## config.mk

```make
export PLATFORM = sky130hd
export DESIGN_NAME = div_arbiter
export DESIGN_NICKNAME = d
export VERILOG_FILES = /design/src/rtl/div_arbiter.sv
export SDC_FILE = /design/constraint.sdc
export NUM_CORES = 1
export LEC_CHECK = 0
export BUFFER_PORTS_ARGS = -buffer_cell sky130_fd_sc_hd__buf_2
export CORE_AREA = 5 5 203 205
export CTS_CLUSTER_DIAMETER = 80
export DETAILED_ROUTE_END_ITERATION = 7
export DIE_AREA = 0 0 208 210
export GPL_TIMING_DRIVEN = 0
export PLACE_DENSITY = 0.45
export SETUP_SLACK_MARGIN = 0.5
export SLEW_MARGIN = 30
export SYNTH_ARGS = -nofsm -noshare
export SYNTH_HDL_FRONTEND = slang
export SYNTH_SLANG_ARGS = --single-unit
```

## constraint.sdc

```tcl
create_clock -name clk -period 4.55 [get_ports clk]
set_clock_uncertainty 0.1 [all_clocks]
set_input_delay 0.2275 -clock clk [delete_from_list [all_inputs] [get_ports clk]]
set_output_delay 0.2275 -clock clk [all_outputs]
set_load 0.005 [all_outputs]
```

## src/rtl/div_arbiter.sv

```systemverilog
// -----------------------------------------------------------------------------
// div_arbiter
//   Round-robin front end that shares one restoring divider among N
//   requesters. The winner's operands are latched, the divider's start/ready
//   handshake is sequenced, and the result is returned with a one-hot done
//   pulse. A zero divisor short-circuits without starting the divider.
//
// Optional feature (compile-time macro): DIV_ARB_TIMEOUT_EN
//   Defined   : WAIT runs a watchdog; after TIMEOUT cycles without div_ready
//               the operation completes with quotient=0, remainder=0,
//               timeout_err=1.
//   Undefined : WAIT waits indefinitely; timeout_err is tied 0.
//
// Ports
//   clk, reset          system clock, asynchronous active-high reset
//   req[N]              request levels; operands held stable while high
//   req_sign[N]         signed(1)/unsigned(0) select per requester
//   req_dividend/divisor packed operands, requester i at [i*WIDTH +: WIDTH]
//   done[N]             one-hot one-cycle completion pulse
//   quotient/remainder  registered result, held until the next done
//   div_by_zero         result qualifier: divisor was zero
//   timeout_err         result qualifier: divider watchdog expired
//   busy                high whenever not IDLE
//   div_start/sign/dividend/divisor   to divider
//   div_quotient/remainder/ready      from divider
// -----------------------------------------------------------------------------
module div_arbiter #(
  parameter int unsigned N       = 4,
  parameter int unsigned WIDTH   = 36,
  parameter int unsigned TIMEOUT = 64
) (
  input  logic               clk,
  input  logic               reset,
  input  logic [N-1:0]       req,
  input  logic [N-1:0]       req_sign,
  input  logic [N*WIDTH-1:0] req_dividend,
  input  logic [N*WIDTH-1:0] req_divisor,
  output logic [N-1:0]       done,
  output logic [WIDTH-1:0]   quotient,
  output logic [WIDTH-1:0]   remainder,
  output logic               div_by_zero,
  output logic               timeout_err,
  output logic               busy,
  output logic               div_start,
  output logic               div_sign,
  output logic [WIDTH-1:0]   div_dividend,
  output logic [WIDTH-1:0]   div_divisor,
  input  logic [WIDTH-1:0]   div_quotient,
  input  logic [WIDTH-1:0]   div_remainder,
  input  logic               div_ready
);

  localparam int unsigned IW = (N > 1) ? $clog2(N) : 1;

  typedef enum logic [2:0] {
    S_IDLE,
    S_LAUNCH,
    S_WAIT,
    S_ZERO,
    S_DONE
  } state_t;

  state_t           r_state;
  state_t           w_next;

  logic [IW-1:0]    r_rr_ptr;
  logic [IW-1:0]    r_idx;
  logic             r_sign;
  logic [WIDTH-1:0] r_dividend;
  logic [WIDTH-1:0] r_divisor;
  logic [WIDTH-1:0] r_quotient;
  logic [WIDTH-1:0] r_remainder;
  logic             r_div_by_zero;
  logic             r_wait_armed;

  logic             w_found;
  logic [IW-1:0]    w_win;
  logic [IW-1:0]    w_cand;
  logic             w_ready_ok;
  logic             w_timeout;
  logic             w_busy;
  logic             w_start;
  logic [N-1:0]     w_done;

  logic [WIDTH-1:0] w_dvd_arr [N];
  logic [WIDTH-1:0] w_dvs_arr [N];

  for (genvar g = 0; g < N; g++) begin : g_unpack
    assign w_dvd_arr[g] = req_dividend[g*WIDTH +: WIDTH];
    assign w_dvs_arr[g] = req_divisor[g*WIDTH +: WIDTH];
  end

  // Round-robin search starting one past the last winner.
  always_comb begin
    w_found = 1'b0;
    w_win   = '0;
    w_cand  = '0;
    for (int unsigned k = 1; k <= N; k++) begin
      w_cand = IW'((32'(r_rr_ptr) + k) % N);
      if (!w_found && req[w_cand]) begin
        w_found = 1'b1;
        w_win   = w_cand;
      end
    end
  end

  // r_wait_armed is low in the first WAIT cycle, so a ready pulse left over
  // from an aborted operation cannot complete the new one.
  assign w_ready_ok = div_ready & r_wait_armed;

  always_ff @(posedge clk or posedge reset) begin
    if (reset) begin
      r_state <= S_IDLE;
    end else begin
      r_state <= w_next;
    end
  end

  always_comb begin
    w_next  = r_state;
    w_busy  = 1'b1;
    w_start = 1'b0;
    w_done  = '0;
    case (r_state)
      S_IDLE: begin
        w_busy = 1'b0;
        if (w_found) begin
          w_next = (w_dvs_arr[w_win] == '0) ? S_ZERO : S_LAUNCH;
        end
      end
      S_LAUNCH: begin
        w_start = 1'b1;
        w_next  = S_WAIT;
      end
      S_WAIT: begin
        if (w_ready_ok || w_timeout) begin
          w_next = S_DONE;
        end
      end
      S_ZERO: begin
        w_next = S_DONE;
      end
      S_DONE: begin
        w_done[r_idx] = 1'b1;
        w_next        = S_IDLE;
      end
      default: begin
        w_next = S_IDLE;
      end
    endcase
  end

  always_ff @(posedge clk or posedge reset) begin
    if (reset) begin
      r_rr_ptr      <= IW'(N - 1);
      r_idx         <= '0;
      r_sign        <= 1'b0;
      r_dividend    <= '0;
      r_divisor     <= '0;
      r_quotient    <= '0;
      r_remainder   <= '0;
      r_div_by_zero <= 1'b0;
      r_wait_armed  <= 1'b0;
    end else begin
      r_wait_armed <= (r_state == S_WAIT);
      case (r_state)
        S_IDLE: begin
          if (w_found) begin
            r_idx      <= w_win;
            r_rr_ptr   <= w_win;
            r_sign     <= req_sign[w_win];
            r_dividend <= w_dvd_arr[w_win];
            r_divisor  <= w_dvs_arr[w_win];
          end
        end
        S_WAIT: begin
          if (w_ready_ok) begin
            r_quotient    <= div_quotient;
            r_remainder   <= div_remainder;
            r_div_by_zero <= 1'b0;
          end else if (w_timeout) begin
            r_quotient    <= '0;
            r_remainder   <= '0;
            r_div_by_zero <= 1'b0;
          end
        end
        S_ZERO: begin
          r_quotient    <= '1;
          r_remainder   <= r_dividend;
          r_div_by_zero <= 1'b1;
        end
        default: begin
        end
      endcase
    end
  end

`ifdef DIV_ARB_TIMEOUT_EN
  localparam int unsigned CW = $clog2(TIMEOUT) + 1;

  logic [CW-1:0] r_tmo_cnt;
  logic          r_timeout_err;

  // Counter reads 0 in the first WAIT cycle; the TIMEOUT-th WAIT cycle exits.
  always_ff @(posedge clk or posedge reset) begin
    if (reset) begin
      r_tmo_cnt     <= '0;
      r_timeout_err <= 1'b0;
    end else begin
      if (r_state == S_WAIT) begin
        r_tmo_cnt <= r_tmo_cnt + 1'b1;
      end else begin
        r_tmo_cnt <= '0;
      end
      if (r_state == S_WAIT && w_ready_ok) begin
        r_timeout_err <= 1'b0;
      end else if (r_state == S_WAIT && w_timeout) begin
        r_timeout_err <= 1'b1;
      end else if (r_state == S_ZERO) begin
        r_timeout_err <= 1'b0;
      end
    end
  end

  assign w_timeout   = (r_tmo_cnt == CW'(TIMEOUT - 1));
  assign timeout_err = r_timeout_err;
`else
  logic w_unused_timeout;

  assign w_unused_timeout = (TIMEOUT != 0);
  assign w_timeout        = 1'b0;
  assign timeout_err      = 1'b0;
`endif

  assign done         = w_done;
  assign busy         = w_busy;
  assign div_start    = w_start;
  assign div_sign     = r_sign;
  assign div_dividend = r_dividend;
  assign div_divisor  = r_divisor;
  assign quotient     = r_quotient;
  assign remainder    = r_remainder;
  assign div_by_zero  = r_div_by_zero;

endmodule

```

# ---- After elaboration in Yosys (flattened, before gate mapping)
# Index checks and enable logic that the tools add are counted.
dict set report totals {
  mem_count 0
  reg_bits 154
  rom_bits 0
  mem_bits_rw 0
  out_inout_bits 153
  latchBits 0
}
dict set report classes {
  eq_ne 6
  n_mux 39
  bitwise_logic 2
  add_sub_neg 4
  n_reduce_logical 13
  n_lt_le_gt_ge 8
  div 0
  n_mul 0
  shift 0
}
# cell count
set ops {}
lappend ops {{$mux 36} 6}
lappend ops {{$bmux 36 s2} 2}
lappend ops {{$pmux 36 s2} 2}
lappend ops {{$logic_not 36->1} 1}
lappend ops {{$lt 2x3->1 const B} 6}
lappend ops {{$mux 1} 13}
lappend ops {{$pmux 3 s4} 1}
lappend ops {{$bmux 1 s2} 5}
lappend ops {{$mux 2} 5}
lappend ops {{$eq 3x2->1 const B} 2}
lappend ops {{$mux 3} 2}
lappend ops {{$reduce_and 2->1} 3}
lappend ops {{$add 2x1->2 const B} 2}
lappend ops {{$add 2x2->2 const B} 2}
lappend ops {{$logic_and 1x1->1} 4}
lappend ops {{$mux 4} 1}
lappend ops {{$ne 2x2->1 const B} 2}
lappend ops {{$eq 3x1->1 const B} 1}
lappend ops {{$eq 3x3->1 const B} 1}
lappend ops {{$ge 3x3->1 const B} 1}
lappend ops {{$logic_not 1->1} 3}
lappend ops {{$logic_not 3->1} 1}
lappend ops {{$not 2->3} 1}
lappend ops {{$demux 1 s2} 1}
lappend ops {{other kinds (4)} 4}

# ---- Logic depth before layout (Yosys ltp)
dict set report logic_depth {
  word_depth 21
  mapped_depth 10
  ltp_nobuf 7
}

# ---- Worst setup path after synthesis
# OpenSTA, ideal clock, no wires.
dict set report synth_timing {
  kind {reg2reg}
  startpoint {reg r_rr_ptr[1]}
  endpoint {reg r_state[1]}
  arrival_time_ps 1883
  setup_ps 95
  path_stages_with_launch 10
  required_time_ps 4355
  path_slack_ps 2472
  path_cell_list {dfstp_2 > mux2i_1 > o22a_1 > o21a_1 > buf_4 > buf_4 > o211ai_1 > a22oi_1 > nand4_1 > o31ai_1}
}
dict set report synth_via {
  elab_chain_cells 21
  word_cells_on_any_way 36
  cone_classes {add/sub: 4; eq/ne: 1; mux: 22; bitwise: 1; reduce/logical: 8}
}
# element line
set synth_lines {}
lappend synth_lines {{start, declared} 66} ;# logic [IW-1:0] r_rr_ptr;
lappend synth_lines {{start signal, assigned} 155} ;# r_rr_ptr <= IW'(N - 1);
lappend synth_lines {{start signal, assigned} 170} ;# r_rr_ptr <= w_win;
lappend synth_lines {{$add 2x1->2} 99} ;# w_cand = IW'((32'(r_rr_ptr) + k) % N);
lappend synth_lines {{$bmux 1 s2} 100} ;# if (!w_found && req[w_cand]) begin
lappend synth_lines {{$mux 1 (not written as such)} 100}
lappend synth_lines {{$mux 1} 100}
lappend synth_lines {{$logic_not 1->1} 100}
lappend synth_lines {{$logic_and 1x1->1} 100}
lappend synth_lines {{$mux 1} 100}
lappend synth_lines {{$logic_not 1->1} 100}
lappend synth_lines {{[4 not listed]} --}
lappend synth_lines {{$mux 2} 100}
lappend synth_lines {{$not 2->3 (not written as such)} 128} ;# w_next = (w_dvs_arr[w_win] == '0) ? S_ZERO : S_LAUNCH;
lappend synth_lines {{$bmux 36 s2} 128}
lappend synth_lines {{$mux 36 (not written as such) (2 in a row)} 128}
lappend synth_lines {{$logic_not 36->1} 128}
lappend synth_lines {{$mux 2} 128}
lappend synth_lines {{$mux 3} 127} ;# if (w_found) begin
lappend synth_lines {{$pmux 3 s4} 124} ;# case (r_state)
lappend synth_lines {{end signal, assigned} 115} ;# r_state <= w_next;
lappend synth_lines {{end, declared} 63} ;# state_t r_state;
# Parallel ways exist; a longest one is shown, timed or not. The select of a mux whose other input is x is not followed.
# A chain may end at the register's enable or synchronous reset.

# ---- Worst setup path in the final report
dict set report layout_timing {
  startpoint {reg r_rr_ptr[1]}
  endpoint {reg r_sign, in the netlist div_sign}
}
dict set report layout_via {
  elab_chain_cells 15
  word_cells_on_any_way 29
  cone_classes {add/sub: 4; mux: 18; reduce/logical: 7}
}
# element line
set layout_lines {}
lappend layout_lines {{$add 2x1->2} 99}
lappend layout_lines {{$bmux 1 s2} 100}
lappend layout_lines {{$mux 1 (not written as such)} 100}
lappend layout_lines {{$mux 1} 100}
lappend layout_lines {{$logic_not 1->1} 100}
lappend layout_lines {{$logic_and 1x1->1} 100}
lappend layout_lines {{$mux 1} 100}
lappend layout_lines {{$logic_not 1->1} 100}
lappend layout_lines {{$logic_and 1x1->1} 100}
lappend layout_lines {{$mux 1} 100}
lappend layout_lines {{$logic_not 1->1} 100}
lappend layout_lines {{$logic_and 1x1->1} 100}
lappend layout_lines {{$mux 2} 100}
lappend layout_lines {{$bmux 1 s2} 171} ;# r_sign <= req_sign[w_win];
lappend layout_lines {{$mux 1 (not written as such)} 171}
lappend layout_lines {{end signal, assigned} 171}
lappend layout_lines {{end, declared} 68} ;# logic r_sign;
# Parallel ways exist; a longest one is shown, timed or not. The select of a mux whose other input is x is not followed.

==> impl_metrics.ini <==
[outcome]
status = finished clean

[sta]
maximum_clock_frequency_mhz = 324
setup_viol_count_final = 0
timing_max_transition_violations_final = 0
slew_headroom_pct = 48.9
fin_ws_ps = 1470
hold_slack_ps = 49.9
timing.final.hold_violations = 0
min_period_ps = 3080
setup-tns-final_ps = 0
rsz0062_at_grt = no
worstMarginPinSlew_ps = 766
layout_worst_path_cycle_share_pct = 67.8

[power]
power.combinational.fraction_pct = 54.1
power.switching_mw = 3.91
post-layout-total-power_mw = 8.39
seqPwrFrac_pct = 29.1
intPower_mw = 4.49
power-per-cell-area_nw_per_um2 = 630
max-vdd-ir-drop_uv = 226
power.clock.fraction_pct = 16.8
leakagePower_nw = 6.55
switching_share_pct = 46.5

[route]
drc = 0
detail_route.first_pass.iterations = 5
route.detailed.vias_per_inst = 4.71
ant_nets = 0
routedWlPerCell_um = 20.7
dr.first_iter.drc_count = 699
routed_wirelength_um = 47200
detailroute.via_count = 10700

[die]
ios = 524
die_width_um = 208
floorplan_die_height_um = 210
area_of_the_placeable_core_um2 = 39300
placement_rows = 73
die_area_um2 = 43700
start_util_pct = 21.8

[cts]
tritoncts = yes
cts_max_level = 4
ctsResizeCount = 0
cts_post_setup_buffers_inserted = 0
clock-sinks = 154
clock_pin_slew_on_the_worst_setup_and_hold_paths_ps = 70
number_of_buffers_created_by_cts = 17
ctsHoldBuffers = 71
clkLatencyLatePin_ps = 440
root_buffer = sky130_fd_sc_hd__clkbuf_16
buffers_from_clock_root_to_sink_at_most = 2

[synth]
average_footprint_of_a_synthesized_cell_um2 = 7.72
yosys.cell_count.top_type = sky130_fd_sc_hd__nand2_1
sequential_to_total_area_share_from_yosys_stat_pct = 44.9
synthDominantCellAreaShare_pct = 44.3
synth.largest_area_cell = sky130_fd_sc_hd__dfrtp_1
dominantRegCellSynth = sky130_fd_sc_hd__dfrtp_1
synth_area_leaders = sky130_fd_sc_hd__dfrtp_1 44%, sky130_fd_sc_hd__nand2_1 14%, sky130_fd_sc_hd__o21ai_0 8.1%, sky130_fd_sc_hd__nand3_1 7.3%, sky130_fd_sc_hd__o22a_1 3.8%
synth_edf_count = 0
yosysWarnings = 0
synthesized_netlist_net_count = 1483
synthesis.instances = 1112
synth.top_cells.by_count = 331 x sky130_fd_sc_hd__nand2_1, 152 x sky130_fd_sc_hd__dfrtp_1, 139 x sky130_fd_sc_hd__o21ai_0, 126 x sky130_fd_sc_hd__nand3_1, 68 x sky130_fd_sc_hd__nor2_1
synth-async-reset-ratio_pct = 100
post_synth_instance_area_um2 = 8580
ys_seq_elements = 154
yosys.cell_types.count = 45

[grt]
groute.usage.overall_pct = 20.8
met1_usage_pct = 25.6
grt_first_pass_wirelength_um = 69700
grt_overflow = 0
number_of_antenna_violations_at_the_first_check_in_global_routing = 5
first_global_vias = 11100
grt_most_used_layer = met2
grt_util_met2_pct = 36.7
use_met3_pct = 5.02
maximum_number_of_pins_on_one_net_before_global_route_repair = 28

[critical_path]
register_to_register_setup_slack_ps = 1470
worstSetupStartpointType = flop
crit_path_end_kind = flop
crit_path_required_time_ps = 4760
cp.arrival_ps = 3290
critPathKind = reg -> reg
critPathSlowestCell = sky130_fd_sc_hd__dfstp_2
critPathMaxStageDelay_ps = 600
crit_fanout = 10
critical_path.n_buffers_inverters = 3
top_cell_family_by_delay_on_the_critical_path = buffers and inverters
worstPathCellList = mux2i_1, o22a_1, o21a_1, buf_4, buf_2, buf_1, nand3_1, nand2_1, o21ai_0

[finish]
post_route_cells_drive_above_1_share_pct = 36.0
post-route-cell-area_um2 = 13300
final_nets = 2102
final-instance-count-excl-fill = 2273
final_core_utilization_pct = 33.9
area_delta_synth_final_pct = 55.2

[placed_design]
detailedPlacementHpwl_um = 38100
dp_worst_setup_slack_ps = 1390
portBuffers = 522
placed_cell_area_um2 = 12000
placed_cells = 2166
last_weighted_congestion_value_of_the_routability_driven_placer = 0.912

[hold_path]
hp-class = in -> reg

[job]
cap_violations = 0
[worst min-delay path: stages]
cell and delay, ps:
sky130_fd_sc_hd__buf_2 100, sky130_fd_sc_hd__o22ai_1 60, sky130_fd_sc_hd__o21ai_0 150
[layout by cell type (no fill, tap or decap), types with 16 or more instances in the layout]
cell and instances:
sky130_fd_sc_hd__dlygate4sd3_1 71, sky130_fd_sc_hd__dfrtp_1 152, sky130_fd_sc_hd__buf_2 551, sky130_fd_sc_hd__clkbuf_16 17, sky130_fd_sc_hd__nand2_1 331, sky130_fd_sc_hd__o22a_1 37
sky130_fd_sc_hd__clkbuf_1 40, sky130_fd_sc_hd__inv_1 16, sky130_fd_sc_hd__o21ai_0 139, sky130_fd_sc_hd__o22ai_1 37, sky130_fd_sc_hd__nor2_1 67, sky130_fd_sc_hd__nand3_1 126
[power groups by stage]
stage / Combinational, mW / Sequential (mW) / Clock, mW
after floorplan: 2.40 / 2.43 / 0
after global placement: 4.55 / 2.44 / 0
after detailed placement: 4.58 / 2.46 / 0
after CTS: 4.64 / 2.44 / 1.46
after global routing: 5.10 / 2.53 / 1.51
final: 4.54 / 2.44 / 1.41
[state kept, by name (all words and copies together) (netlist names)]
| signal | flops |
|---|---|
| div_by_zero | 1 |
| div_dividend | 36 |
| div_divisor | 36 |
| div_sign | 1 |
| quotient | 36 |
| r_idx | 2 |
| r_rr_ptr | 2 |
| r_state | 3 |
| r_wait_armed | 1 |
| remainder | 36 |
[worst paths after layout]
| path | cells past startpoint | endpoint | startpoint |
|---|---|---|---|
| worst min-delay path | 3 | remainder[8]$_DFFE_PP0P_ | div_remainder[8] |
| worst min register to register | 2 | remainder[35]$_DFFE_PP0P_ | remainder[35]$_DFFE_PP0P_ |
| worst max-delay path | 9 | div_sign$_DFFE_PP0P_ | r_rr_ptr[1]$_DFFE_PP1P_ |
| min in group asynchronous | 3 | quotient[4]$_DFFE_PP0P_ | reset |
| worst max register to register | 9 | div_sign$_DFFE_PP0P_ | r_rr_ptr[1]$_DFFE_PP1P_ |
| max in group asynchronous | 7 | remainder[10]$_DFFE_PP0P_ | reset |
[layer usage]
| metal | vias to the layer above | wire length, µm |
|---|---|---|
| met1 | 5142 | 19700 |
| met4 | 0 | 979 |
| met2 | 421 | 23700 |
| met3 | 54 | 2760 |
| met5 | - | 0 |
| li1 | 5091 | - |
[cells by family after synthesis]
logic type      Yosys count  share of synthesized area (%)
simple gates            575                           28.7
compound gates          266                           19.5
flops                   154                           44.9
buf+inv                 106                           5.37
mux                      10                           1.49
other cells               1                         0.0437
[area by class of cell]
cell class,instances,area (µm²)
Sequential cell,154,3860
Buffer,87,389
Antenna cell,5,12.5
Fill cell,4370,26000
Inverter,19,75.1
Timing Repair Buffer,600,3500
Clock inverter,11,96.3
Clock buffer,20,467
Tap cell,525,657
Multi-Input combinational cell,852,4270
Power figures use the tool's default switching activity.
